`src/rtl/lsu_pkg.sv`:
```
// Shared types, funct3 encodings and lane helpers for the load/store unit.
package lsu_pkg;

  localparam int unsigned XLEN = 32;

  typedef enum logic [2:0] {
    S_IDLE = 3'd0,
    S_RD   = 3'd1,
    S_WAIT = 3'd2,
    S_WR   = 3'd3,
    S_RESP = 3'd4
  } lsu_state_e;

  typedef enum logic [1:0] {
    CAUSE_NONE       = 2'd0,
    CAUSE_MISALIGNED = 2'd1,
    CAUSE_ILLEGAL    = 2'd2,
    CAUSE_RANGE      = 2'd3
  } lsu_cause_e;

  localparam logic [2:0] LB  = 3'd0;
  localparam logic [2:0] LH  = 3'd1;
  localparam logic [2:0] LW  = 3'd2;
  localparam logic [2:0] LBU = 3'd4;
  localparam logic [2:0] LHU = 3'd5;
  localparam logic [2:0] SB  = 3'd0;
  localparam logic [2:0] SH  = 3'd1;
  localparam logic [2:0] SW  = 3'd2;

  // Byte lanes touched by an access of the given size at the given word offset.
  function automatic logic [3:0] lane_mask(input logic [2:0] funct3, input logic [1:0] off);
    logic [3:0] m;
    case (funct3[1:0])
      2'd0:    m = 4'b0001 << off;
      2'd1:    m = 4'b0011 << off;
      default: m = 4'b1111;
    endcase
    return m;
  endfunction

  // Encodings with no defined meaning for the access direction.
  function automatic logic is_illegal(input logic write, input logic [2:0] funct3);
    if (write) return (funct3 >= 3'd3);
    return (funct3 == 3'd3) || (funct3 == 3'd6) || (funct3 == 3'd7);
  endfunction

  // Halfwords need an even address, words a 4-byte aligned one.
  function automatic logic is_misaligned(input logic [2:0] funct3, input logic [1:0] off);
    return ((funct3[1:0] == 2'd1) && off[0]) ||
           ((funct3[1:0] == 2'd2) && (off != 2'd0));
  endfunction

endpackage

```
`src/rtl/load_store_align.sv`:
```
// Lane extraction/extension for loads and read-modify-write merge for sub-word stores.
module load_store_align
  import lsu_pkg::*;
(
  input  logic [XLEN-1:0] rdata,
  input  logic [XLEN-1:0] wdata,
  input  logic [1:0]      offset,
  input  logic [2:0]      funct3,
  output logic [XLEN-1:0] load_data_c,
  output logic [XLEN-1:0] store_word_c
);

  logic [XLEN-1:0] rshift_c;
  logic [XLEN-1:0] wshift_c;
  logic [3:0]      lanes_c;

  // Shift the addressed lane down to bit 0, then sign- or zero-extend.
  always_comb begin
    rshift_c    = rdata >> {offset, 3'b000};
    load_data_c = rdata;
    case (funct3)
      LB:      load_data_c = {{24{rshift_c[7]}}, rshift_c[7:0]};
      LH:      load_data_c = {{16{rshift_c[15]}}, rshift_c[15:0]};
      LBU:     load_data_c = {24'h000000, rshift_c[7:0]};
      LHU:     load_data_c = {16'h0000, rshift_c[15:0]};
      default: load_data_c = rdata;
    endcase
  end

  // Replace only the written lanes; untouched lanes keep the memory contents.
  always_comb begin
    wshift_c     = wdata << {offset, 3'b000};
    lanes_c      = lane_mask(funct3, offset);
    store_word_c = rdata;
    for (int i = 0; i < 4; i++) begin
      if (lanes_c[i]) store_word_c[8*i +: 8] = wshift_c[8*i +: 8];
    end
  end

endmodule

```
`src/rtl/load_store_unit.sv`:
```
// Load/store unit: one access at a time between the execute stage and a word memory.
module load_store_unit
  import lsu_pkg::*;
#(
  parameter int unsigned MEMSIZE = 64
) (
  input  logic            clk,
  input  logic            reset,
  input  logic            req_valid,
  output logic            req_ready,
  input  logic            req_write,
  input  logic [2:0]      req_funct3,
  input  logic [XLEN-1:0] req_base,
  input  logic [XLEN-1:0] req_offset,
  input  logic [XLEN-1:0] req_wdata,
  output logic            resp_valid,
  input  logic            resp_ready,
  output logic [XLEN-1:0] resp_data,
  output logic            resp_err,
  output logic [1:0]      resp_cause,
  output logic [3:0]      resp_rmask,
  output logic [3:0]      resp_wmask,
  output logic [XLEN-1:0] mem_addr,
  output logic [XLEN-1:0] mem_value,
  output logic [2:0]      mem_funct3,
  output logic            mem_read,
  output logic            mem_write,
  input  logic [XLEN-1:0] mem_data
);

  lsu_state_e      state, state_d;
  lsu_cause_e      acc_cause_c;
  logic [XLEN-1:0] ea_c;
  logic            latch_c;

  logic [XLEN-1:0] ea_q;
  logic [XLEN-1:0] wdata_q;
  logic [2:0]      funct3_q;
  logic            write_q;
  logic [3:0]      mask_c;

  logic [XLEN-1:0] load_data_c;
  logic [XLEN-1:0] store_word_c;

  logic            req_ready_d, resp_valid_d, resp_err_d, mem_read_d, mem_write_d;
  logic [XLEN-1:0] resp_data_d, mem_addr_d, mem_value_d;
  logic [1:0]      resp_cause_d;
  logic [3:0]      resp_rmask_d, resp_wmask_d;
  logic [2:0]      mem_funct3_d;

  assign ea_c   = req_base + req_offset;
  assign mask_c = lane_mask(funct3_q, ea_q[1:0]);

  load_store_align u_align (
    .rdata        (mem_data),
    .wdata        (wdata_q),
    .offset       (ea_q[1:0]),
    .funct3       (funct3_q),
    .load_data_c  (load_data_c),
    .store_word_c (store_word_c)
  );

  // Fault classification of the presented request, highest priority first.
  always_comb begin
    acc_cause_c = CAUSE_NONE;
    if (is_illegal(req_write, req_funct3))              acc_cause_c = CAUSE_ILLEGAL;
    else if (is_misaligned(req_funct3, ea_c[1:0]))      acc_cause_c = CAUSE_MISALIGNED;
    else if (ea_c[XLEN-1:2] >= (XLEN-2)'(MEMSIZE))      acc_cause_c = CAUSE_RANGE;
  end

  // Next state and the registered output values that go with it.
  always_comb begin
    state_d      = state;
    latch_c      = 1'b0;
    req_ready_d  = 1'b0;
    resp_valid_d = 1'b0;
    resp_data_d  = '0;
    resp_err_d   = 1'b0;
    resp_cause_d = 2'd0;
    resp_rmask_d = 4'd0;
    resp_wmask_d = 4'd0;
    mem_addr_d   = '0;
    mem_value_d  = '0;
    mem_funct3_d = 3'd0;
    mem_read_d   = 1'b0;
    mem_write_d  = 1'b0;
    case (state)
      S_IDLE: begin
        req_ready_d = 1'b1;
        if (req_valid) begin
          latch_c     = 1'b1;
          req_ready_d = 1'b0;
          if (acc_cause_c != CAUSE_NONE) begin
            state_d      = S_RESP;
            resp_valid_d = 1'b1;
            resp_err_d   = 1'b1;
            resp_cause_d = acc_cause_c;
          end else if (req_write && (req_funct3 == SW)) begin
            state_d      = S_WR;
            mem_write_d  = 1'b1;
            mem_addr_d   = {2'b00, ea_c[XLEN-1:2]};
            mem_value_d  = req_wdata;
            mem_funct3_d = LW;
          end else begin
            state_d      = S_RD;
            mem_read_d   = 1'b1;
            mem_addr_d   = {2'b00, ea_c[XLEN-1:2]};
            mem_funct3_d = LW;
          end
        end
      end
      S_RD: state_d = S_WAIT;
      S_WAIT: begin
        if (write_q) begin
          state_d      = S_WR;
          mem_write_d  = 1'b1;
          mem_addr_d   = {2'b00, ea_q[XLEN-1:2]};
          mem_value_d  = store_word_c;
          mem_funct3_d = LW;
        end else begin
          state_d      = S_RESP;
          resp_valid_d = 1'b1;
          resp_data_d  = load_data_c;
          resp_rmask_d = mask_c;
        end
      end
      S_WR: begin
        state_d      = S_RESP;
        resp_valid_d = 1'b1;
        resp_wmask_d = mask_c;
      end
      S_RESP: begin
        if (resp_ready) begin
          state_d     = S_IDLE;
          req_ready_d = 1'b1;
        end else begin
          resp_valid_d = resp_valid;
          resp_data_d  = resp_data;
          resp_err_d   = resp_err;
          resp_cause_d = resp_cause;
          resp_rmask_d = resp_rmask;
          resp_wmask_d = resp_wmask;
        end
      end
      default: begin
        state_d     = S_IDLE;
        req_ready_d = 1'b1;
      end
    endcase
  end

  // State and output registers; reset abandons any access in flight.
  always_ff @(posedge clk or posedge reset) begin
    if (reset) begin
      state      <= S_IDLE;
      req_ready  <= 1'b1;
      resp_valid <= 1'b0;
      resp_data  <= '0;
      resp_err   <= 1'b0;
      resp_cause <= 2'd0;
      resp_rmask <= 4'd0;
      resp_wmask <= 4'd0;
      mem_addr   <= '0;
      mem_value  <= '0;
      mem_funct3 <= 3'd0;
      mem_read   <= 1'b0;
      mem_write  <= 1'b0;
    end else begin
      state      <= state_d;
      req_ready  <= req_ready_d;
      resp_valid <= resp_valid_d;
      resp_data  <= resp_data_d;
      resp_err   <= resp_err_d;
      resp_cause <= resp_cause_d;
      resp_rmask <= resp_rmask_d;
      resp_wmask <= resp_wmask_d;
      mem_addr   <= mem_addr_d;
      mem_value  <= mem_value_d;
      mem_funct3 <= mem_funct3_d;
      mem_read   <= mem_read_d;
      mem_write  <= mem_write_d;
    end
  end

  // Request fields captured on accept for use by the later states.
  always_ff @(posedge clk or posedge reset) begin
    if (reset) begin
      ea_q     <= '0;
      wdata_q  <= '0;
      funct3_q <= 3'd0;
      write_q  <= 1'b0;
    end else if (latch_c) begin
      ea_q     <= ea_c;
      wdata_q  <= req_wdata;
      funct3_q <= req_funct3;
      write_q  <= req_write;
    end
  end

endmodule

```
`config.mk`:
```
export PLATFORM = sky130hd
export DESIGN_NAME = load_store_unit
export DESIGN_NICKNAME = d
export VERILOG_FILES = /design/src/rtl/lsu_pkg.sv /design/src/rtl/load_store_align.sv /design/src/rtl/load_store_unit.sv
export SDC_FILE = /design/constraint.sdc
export NUM_CORES = 1
export LEC_CHECK = 0
export CAP_MARGIN = 20
export CORE_MARGIN = 5
export CORE_UTILIZATION = 45
export CTS_CLUSTER_SIZE = 28
export DETAILED_ROUTE_END_ITERATION = 10
export GPL_TIMING_DRIVEN = 0
export PLACE_DENSITY = 0.74
export SYNTH_ARGS = -nofsm -noshare
export SYNTH_HDL_FRONTEND = slang
export SYNTH_SLANG_ARGS = --single-unit
```
`constraint.sdc`:
```
create_clock -name clk -period 16.15 [get_ports clk]
set_clock_uncertainty 0.15 [all_clocks]
set_input_delay 1.615 -clock clk [delete_from_list [all_inputs] [get_ports clk]]
set_output_delay 1.615 -clock clk [all_outputs]
set_load 0.005 [all_outputs]
```
==> summary.txt, run 1 <==
Global routing
  – Vias in the first global route: about 9,400
  – GRT overflow: 0
  – First-pass GRT wire length: 52,200 um
  – Pin count of the biggest net entering global routing: 94
  – Initial antenna violation count: 2
  – GRT Total Usage: 0.272

Setup path
  – Reg-to-reg startpoint: ea_q[1]$_DFFE_PP0P_
  – Crit. End Element: register
  – Critical-path top delay cell: nor4_2
  – CP Cell Sequence: clkdlybuf4s50_1, ha_1, inv_1, fa_1, nor2b_1, o211a_1, o21a_1, o21bai_1, nor4_1, o31a_1, nand4_1, nor4_2, nand3_1, buf_2, o22ai_1
  – Levels on crit path: 15
  – Reg2reg end: mem_value[15]$_DFF_PP0_
  – R2R depth: 7
  – Worst Path Arrival: 6000 ps
  – Crit Path Category: in2reg
  – Critical Path End: mem_value[28]$_DFF_PP0_
  – Req. time, crit path: 16,330 ps
  – Crit path max fanout: 10
  – Crit path launch type: input pin
  – Worst Setup SP: req_base[0]
  – CP bufs+invs: 3
  – Reg2Reg Setup Slack: approximately 13,000 ps
  – CP top delay family: simple AND/OR/NAND/NOR gates
  – Crit path largest cell delay: 660 ps

Synth
  – Asr flop ratio synth: 1.00
  – EDFF count, synth: 0
  – Yosys warns: 0
  – Register area share after synthesis: 0.460
  – Ys flop type: dfrtp_1
  – Syn avg cell area: around 8.8 um^2
  – Mapped cell area: between 9000 and 10,000 um^2
  – Synthesized instance count: 1,119
  – Number of synthesized register bits: about 180
  – Post-synth cell types: a little under 70

Detailed routing
  – Drt initial violations: approximately 900
  – Vias per cell: ~5.8
  – Routed Antenna Nets: 0
  – Routed WL: approximately 34,000 um
  – DRT Pass-1 Iters: 7
  – # DRC: 0
  – Detailed-route wire length per cell: just over 20 um
  – DR vias: just under 10,000

Timing
  – Hold Fails Final Rpt: 0
  – Setup TNS: 0 ps
  – RSZ-0062 raised after global routing: false
  – Final period utilization: 0.360
  – Final Max Tran Viols: 0
  – Min Tclk post-route: 5820 ps
  – Endpoints failing setup: 0
  – Max Freq: between 0.15 and 0.2 GHz
  – Slew Limit Headroom: 0.396
  – Worst-Margin Slew: 904 ps

Job
  – Max-Cap Viols: 0

Clock network
  – CTS tree: yes
  – CTS buffer count: 17
  – Clk buf depth: 2
  – Clk Latency, worst-skew pair: approximately 430 ps
  – Clock sinks: about 180
  – Clock root cell: clkbuf_16
  – Cts hold-fix bufs: 0
  – Clk pin slew, worst setup/hold paths: about 70 ps
  – Post-CTS sizing: 0
  – Post-CTS Setup Bufs: 0
  – H-tree level count: 4

Power and ir drop
  – PD cells: approximately 110 nW/um^2
  – Leakage: roughly 5.9 nW
  – Worst vdd rail ir drop: a little over 0.06 mV

Die
  – Die W: ~160 um
  – Die area: roughly 25,000 um^2
  – Row count: 54
  – Top-level I/O count: 250
  – Initial Util: 0.454
  – Die Span Y: roughly 160 um
  – Core footprint: approximately 22,000 um^2

Finish
  – Share of cells above drive strength 1: 0.0450
  – Commonest non-fill, non-tap cells in the layout: nand2_1, clkdlybuf4s50_1, dfrtp_1
  – Most common cell after layout, fill and taps aside: nand2_1
  – Final #Nets: between 1,500 and 2,000
  – Final instance area: around 13,000 um^2
  – Total inserted antenna cells: 0
  – Synthesis-to-layout area growth: 34.5%

Worst hold path
  – Hold Path Class: reg2reg
  – Worst hold path stage count: 2

Run status
  – Status: complete, no violations

Place
  – Placed inst area: ~13,000 um^2
  – Placer Congestion: 0.944
  – Port Buf Inserts: 245
  – Dpl hpwl: about 27,000 um
-- sequential cells by signal, indices dropped and copies added, names as in the netlist --
name        flops
ea_q           32
funct3_q        3
mem_addr       30
mem_funct3      1
mem_read        1
mem_value      32
mem_write       1
req_ready       1
resp_cause      2
resp_data      32
resp_err        1
resp_rmask      4
resp_valid      1
resp_wmask      4
state           3
wdata_q        32
write_q         1
-- report_power, final --
group | total [mW] | leakage (nW) | switching, mW | internal (mW)
Sequential | 0.563 | 2.40 | 0.0462 | 0.517
Clock | 0.386 | 0.257 | 0.180 | 0.206
Combinational | 0.488 | 3.25 | 0.312 | 0.176
-- logic make-up (layout without fill, tap and decap cells) --
kind of cell             Yosys count  after routing  synth area share
AND/OR/NAND/NOR                  444            444             0.206
flip-flops                       181            181             0.460
AO/OA/AOI/OAI                    323            323             0.206
adder cells (fa/ha/maj)           32             32            0.0414
other                              1              4          0.000381
multiplexers                      33             33            0.0344
buffers and inverters             86            365            0.0348
XOR/XNOR                          19             19            0.0169
-- through the flow --
stage	setup slack [ps]	total power, mW	utilization	instances	hold WS [ps]
global route	10080	1.51	0.611	1681	339
detailed placement	9950	1.05	0.586	1648	304
finish	10330	1.44	0.611	1681	317
floorplan	9470	0.868	-	1122	285
global placement	7130	1.04	0.584	1647	300
CTS	10370	1.43	0.610	1680	320
-- tightest hold or removal path, delay by kind of cell (launching register included) --
family	cells	cell delay, ps
flops	1	330
simple gates	2	110
-- routing by layer --
layer / vias to the layer above / GRT usage / wire length (um)
met3: 87 / 0.0607 / 2940
li1: 4510 / - / -
met1: 4642 / 0.345 / 13700
met2: 474 / 0.456 / 16600
met4: 4 / 0.101 / 1160
met5: - / 0 / 33
-- Yosys cell counts (15+ instances only) --
cell      number  area share
nor2b_1       17       0.011
o22ai_1       33       0.021
nor3_1        16      0.0081
a21oi_1       81       0.041
mux2i_1       26       0.026
ha_1          31       0.039
o211ai_1      15       0.011
a211oi_1      22       0.017
dfrtp_1      180        0.46
nor2_1        39       0.015
nand2_1      271        0.10
and3_1        28       0.018
clkbuf_1      59       0.022
o21ai_0       98       0.050
-- area by class of cell --
type	count	area [um^2]
Sequential cell	181	4530
Timing Repair Buffer	247	2490
Buffer	72	290
Inverter	14	60.1
Clock buffer	22	464
Clock inverter	10	72.6
Fill cell	1907	8440
Multi-Input combinational cell	855	4990
Tap cell	280	350
-- worst min path at each step --
stage                               from                        end  slack (ps)
6_report         wdata_q[31]$_DFFE_PP0P_    wdata_q[31]$_DFFE_PP0P_         320
3_3_place_gp   resp_data[23]$_DFFE_PP0N_  resp_data[23]$_DFFE_PP0N_         300
4_1_cts          wdata_q[31]$_DFFE_PP0P_    wdata_q[31]$_DFFE_PP0P_         320
2_1_floorplan       ea_q[16]$_DFFE_PP0P_       ea_q[16]$_DFFE_PP0P_         290
5_1_grt          wdata_q[29]$_DFFE_PP0P_    wdata_q[29]$_DFFE_PP0P_         340
3_5_place_dp     wdata_q[31]$_DFFE_PP0P_    wdata_q[31]$_DFFE_PP0P_         300
Note: power is estimated with default switching activity, not from simulation.
==> inputs of run 2 (changes only) <==
Clock period 16.15 ns to 5.55 ns, I/O delays scaled along.
==> run 2 against run 1 <==
Via count is 1.0% lower. Die area did not move. Count of clock-buffer cells in the layout is 4 lower. Critical path type unchanged.
==> summary.txt, run 2 (synthesized netlist as in run 1, its figures left out) <==
Global routing
  – Vias in the first global route: 9,265
  – Pin count of the biggest net entering global routing: 44
  – Initial antenna violation count: 1
  – First-pass GRT wire length: about 52,000 um
  – GRT Total Usage: 0.273
  – GRT overflow: 0

Setup path
  – Reg2reg end: mem_value[15]$_DFF_PP0_
  – Crit path max fanout: 10
  – Crit. End Element: register
  – R2R depth: 7
  – Worst Path Arrival: approximately 5000 ps
  – Reg2Reg Setup Slack: roughly 2500 ps
  – Reg-to-reg startpoint: ea_q[1]$_DFFE_PP0P_
  – Crit Path Category: in2reg
  – Worst Setup SP: req_base[0]
  – Crit path launch type: input pin
  – Req. time, crit path: 5720 ps

Clock network
  – CTS buffer count: 17
  – H-tree level count: 4
  – Clock root cell: clkbuf_16
  – Clock sinks: around 180
  – Clk Latency, worst-skew pair: about 430 ps
  – Cts hold-fix bufs: 0
  – Post-CTS sizing: 0
  – Post-CTS Setup Bufs: 0
  – Clk pin slew, worst setup/hold paths: roughly 70 ps
  – CTS tree: yes
  – Clk buf depth: 2

Place
  – Placer Congestion: roughly 0.94
  – Dpl hpwl: roughly 28,000 um
  – Port Buf Inserts: around 250
  – Placed cell count: around 1,700

Detailed routing
  – DR vias: approximately 9,600
  – Routed WL: between 30,000 and 40,000 um
  – DRT Pass-1 Iters: 5
  – # DRC: 0
  – Routed Antenna Nets: 0
  – Vias per cell: roughly 5.7
  – Detailed-route wire length per cell: between 20 and 25 um
  – Drt initial violations: 689

Finish
  – Final core occ: 0.615
  – Total inserted antenna cells: 0
  – Share of cells above drive strength 1: 0.0491
  – Most common cell after layout, fill and taps aside: nand2_1
  – Commonest non-fill, non-tap cells in the layout: nand2_1, clkdlybuf4s50_1, dfrtp_1
  – Final #Nets: ~1,600
  – Synthesis-to-layout area growth: 35.4%
  – Non-filler instance count after layout: 1,684

Timing
  – Hold Fails Final Rpt: 0
  – Min Tclk post-route: roughly 4800 ps
  – Final period utilization: 0.862
  – Slew Limit Headroom: 0.328
  – Setup TNS: 0 ps
  – RSZ-0062 raised after global routing: false
  – Worst-Margin Slew: around 1000 ps
  – Final Max Tran Viols: 0
  – Endpoints failing setup: 0
  – Max Freq: around 0.21 GHz

Worst hold path
  – Hold Path Class: reg2reg
  – Hold path start: resp_data[27]$_DFFE_PP0N_
  – Worst hold path stage count: 2
  – WHS Endpoint: resp_data[27]$_DFFE_PP0N_

Job
  – Max-Cap Viols: 0

Die
  – Die W: approximately 160 um
  – Top-level I/O count: 250
  – Die area: 24,900 um^2
  – Row count: between 50 and 60
  – Die Span Y: approximately 160 um
  – Core footprint: 21,700 um^2
  – Initial Util: 0.454

Run status
  – Status: complete, no violations

Power and ir drop
  – Worst vdd rail ir drop: around 0.16 mV
  – Total power: between 4 and 5 mW
  – Leakage: between 5 and 6 nW
  – PD cells: 320 nW/um^2
-- run 2: changes by cell type in the layout (fill, tap and decap cells not counted), sizes merged --
cell      previous run  this run
buf                 14        17
clkinvlp             3         2
clkinv               4         3
clkbuf              82        78
inv                 17        22
bufinv               0         1
-- run 2: worst max-delay path by stage --
| stage | slack [ps] | to | cells after the start |
|---|---|---|---|
| 6_report | 760 | mem_value[25]$_DFF_PP0_ | 15 |
| 4_1_cts | 840 | mem_value[25]$_DFF_PP0_ | 15 |
| 3_5_place_dp | 430 | mem_value[25]$_DFF_PP0_ | 15 |
| 3_3_place_gp | 470 | mem_value[25]$_DFF_PP0_ | 15 |
| 2_1_floorplan | 1900 | state[2]$_DFFE_PP0P_ | 11 |
| 5_1_grt | 480 | mem_value[20]$_DFF_PP0_ | 15 |
-- run 2: per-stage QoR --
step	instance area [um^2]	worst slack, ps	hold WS (ps)
final	13300	763	316
after global placement	12700	465	300
after detailed placement	12700	431	304
after floorplan	9860	1900	285
after global routing	13300	479	339
after CTS	13300	844	321
-- run 2: layer usage --
metal / track usage / vias up / routed length (um)
li1: - / 4530 / -
met1: 0.352 / 4611 / 14000
met2: 0.471 / 417 / 16900
met3: 0.0500 / 56 / 2710
met4: 0.0766 / 2 / 939
met5: 0 / - / 20
-- run 2: worst max-delay path: stages --
cell and delay, ps:
clkdlybuf4s50_1 470, ha_1 180, inv_1 60, fa_1 390
nor2b_1 220, o211a_1 210, o21a_1 260, o21bai_1 170
nor4_1 380, o31a_1 210, nand4_1 110, nor4_2 670
nand3_1 480, buf_2 350, o22ai_1 250
-- run 2: layout make-up --
cell class / instances / area, um^2
clock buffers: 18 / 439
plain buffers: 72 / 290
fillers: 1915 / 8360
inverters: 14 / 56.3
repair buffers: 250 / 2540
well taps: 280 / 350
clock inverters: 14 / 138
multi-input cells: 855 / 4990
flip-flops and latches: 181 / 4530
-- run 2: where the power goes --
part           internal (mW)  total, mW  leakage, nW  switching (mW)
Clock                  0.644       1.20        0.285           0.552
Combinational          0.516       1.43         3.27           0.911
Sequential              1.50       1.64         2.40           0.137
==> inputs of run 3 (changes only) <==
Clock period 5.55 ns to 5.3 ns, I/O delays scaled along.
==> results of run 3 <==
Same layout as run 2 (identical final DEF). Status: complete, no violations.
Main changes from that run: setup slack after placement 431 ps -> 206 ps; setup slack after layout 763 ps -> 538 ps; register-to-register setup slack 2510 ps -> 2260 ps; total power 4.26 mW -> 4.47 mW; worst IR drop on VDD 0.163 mV -> 0.171 mV
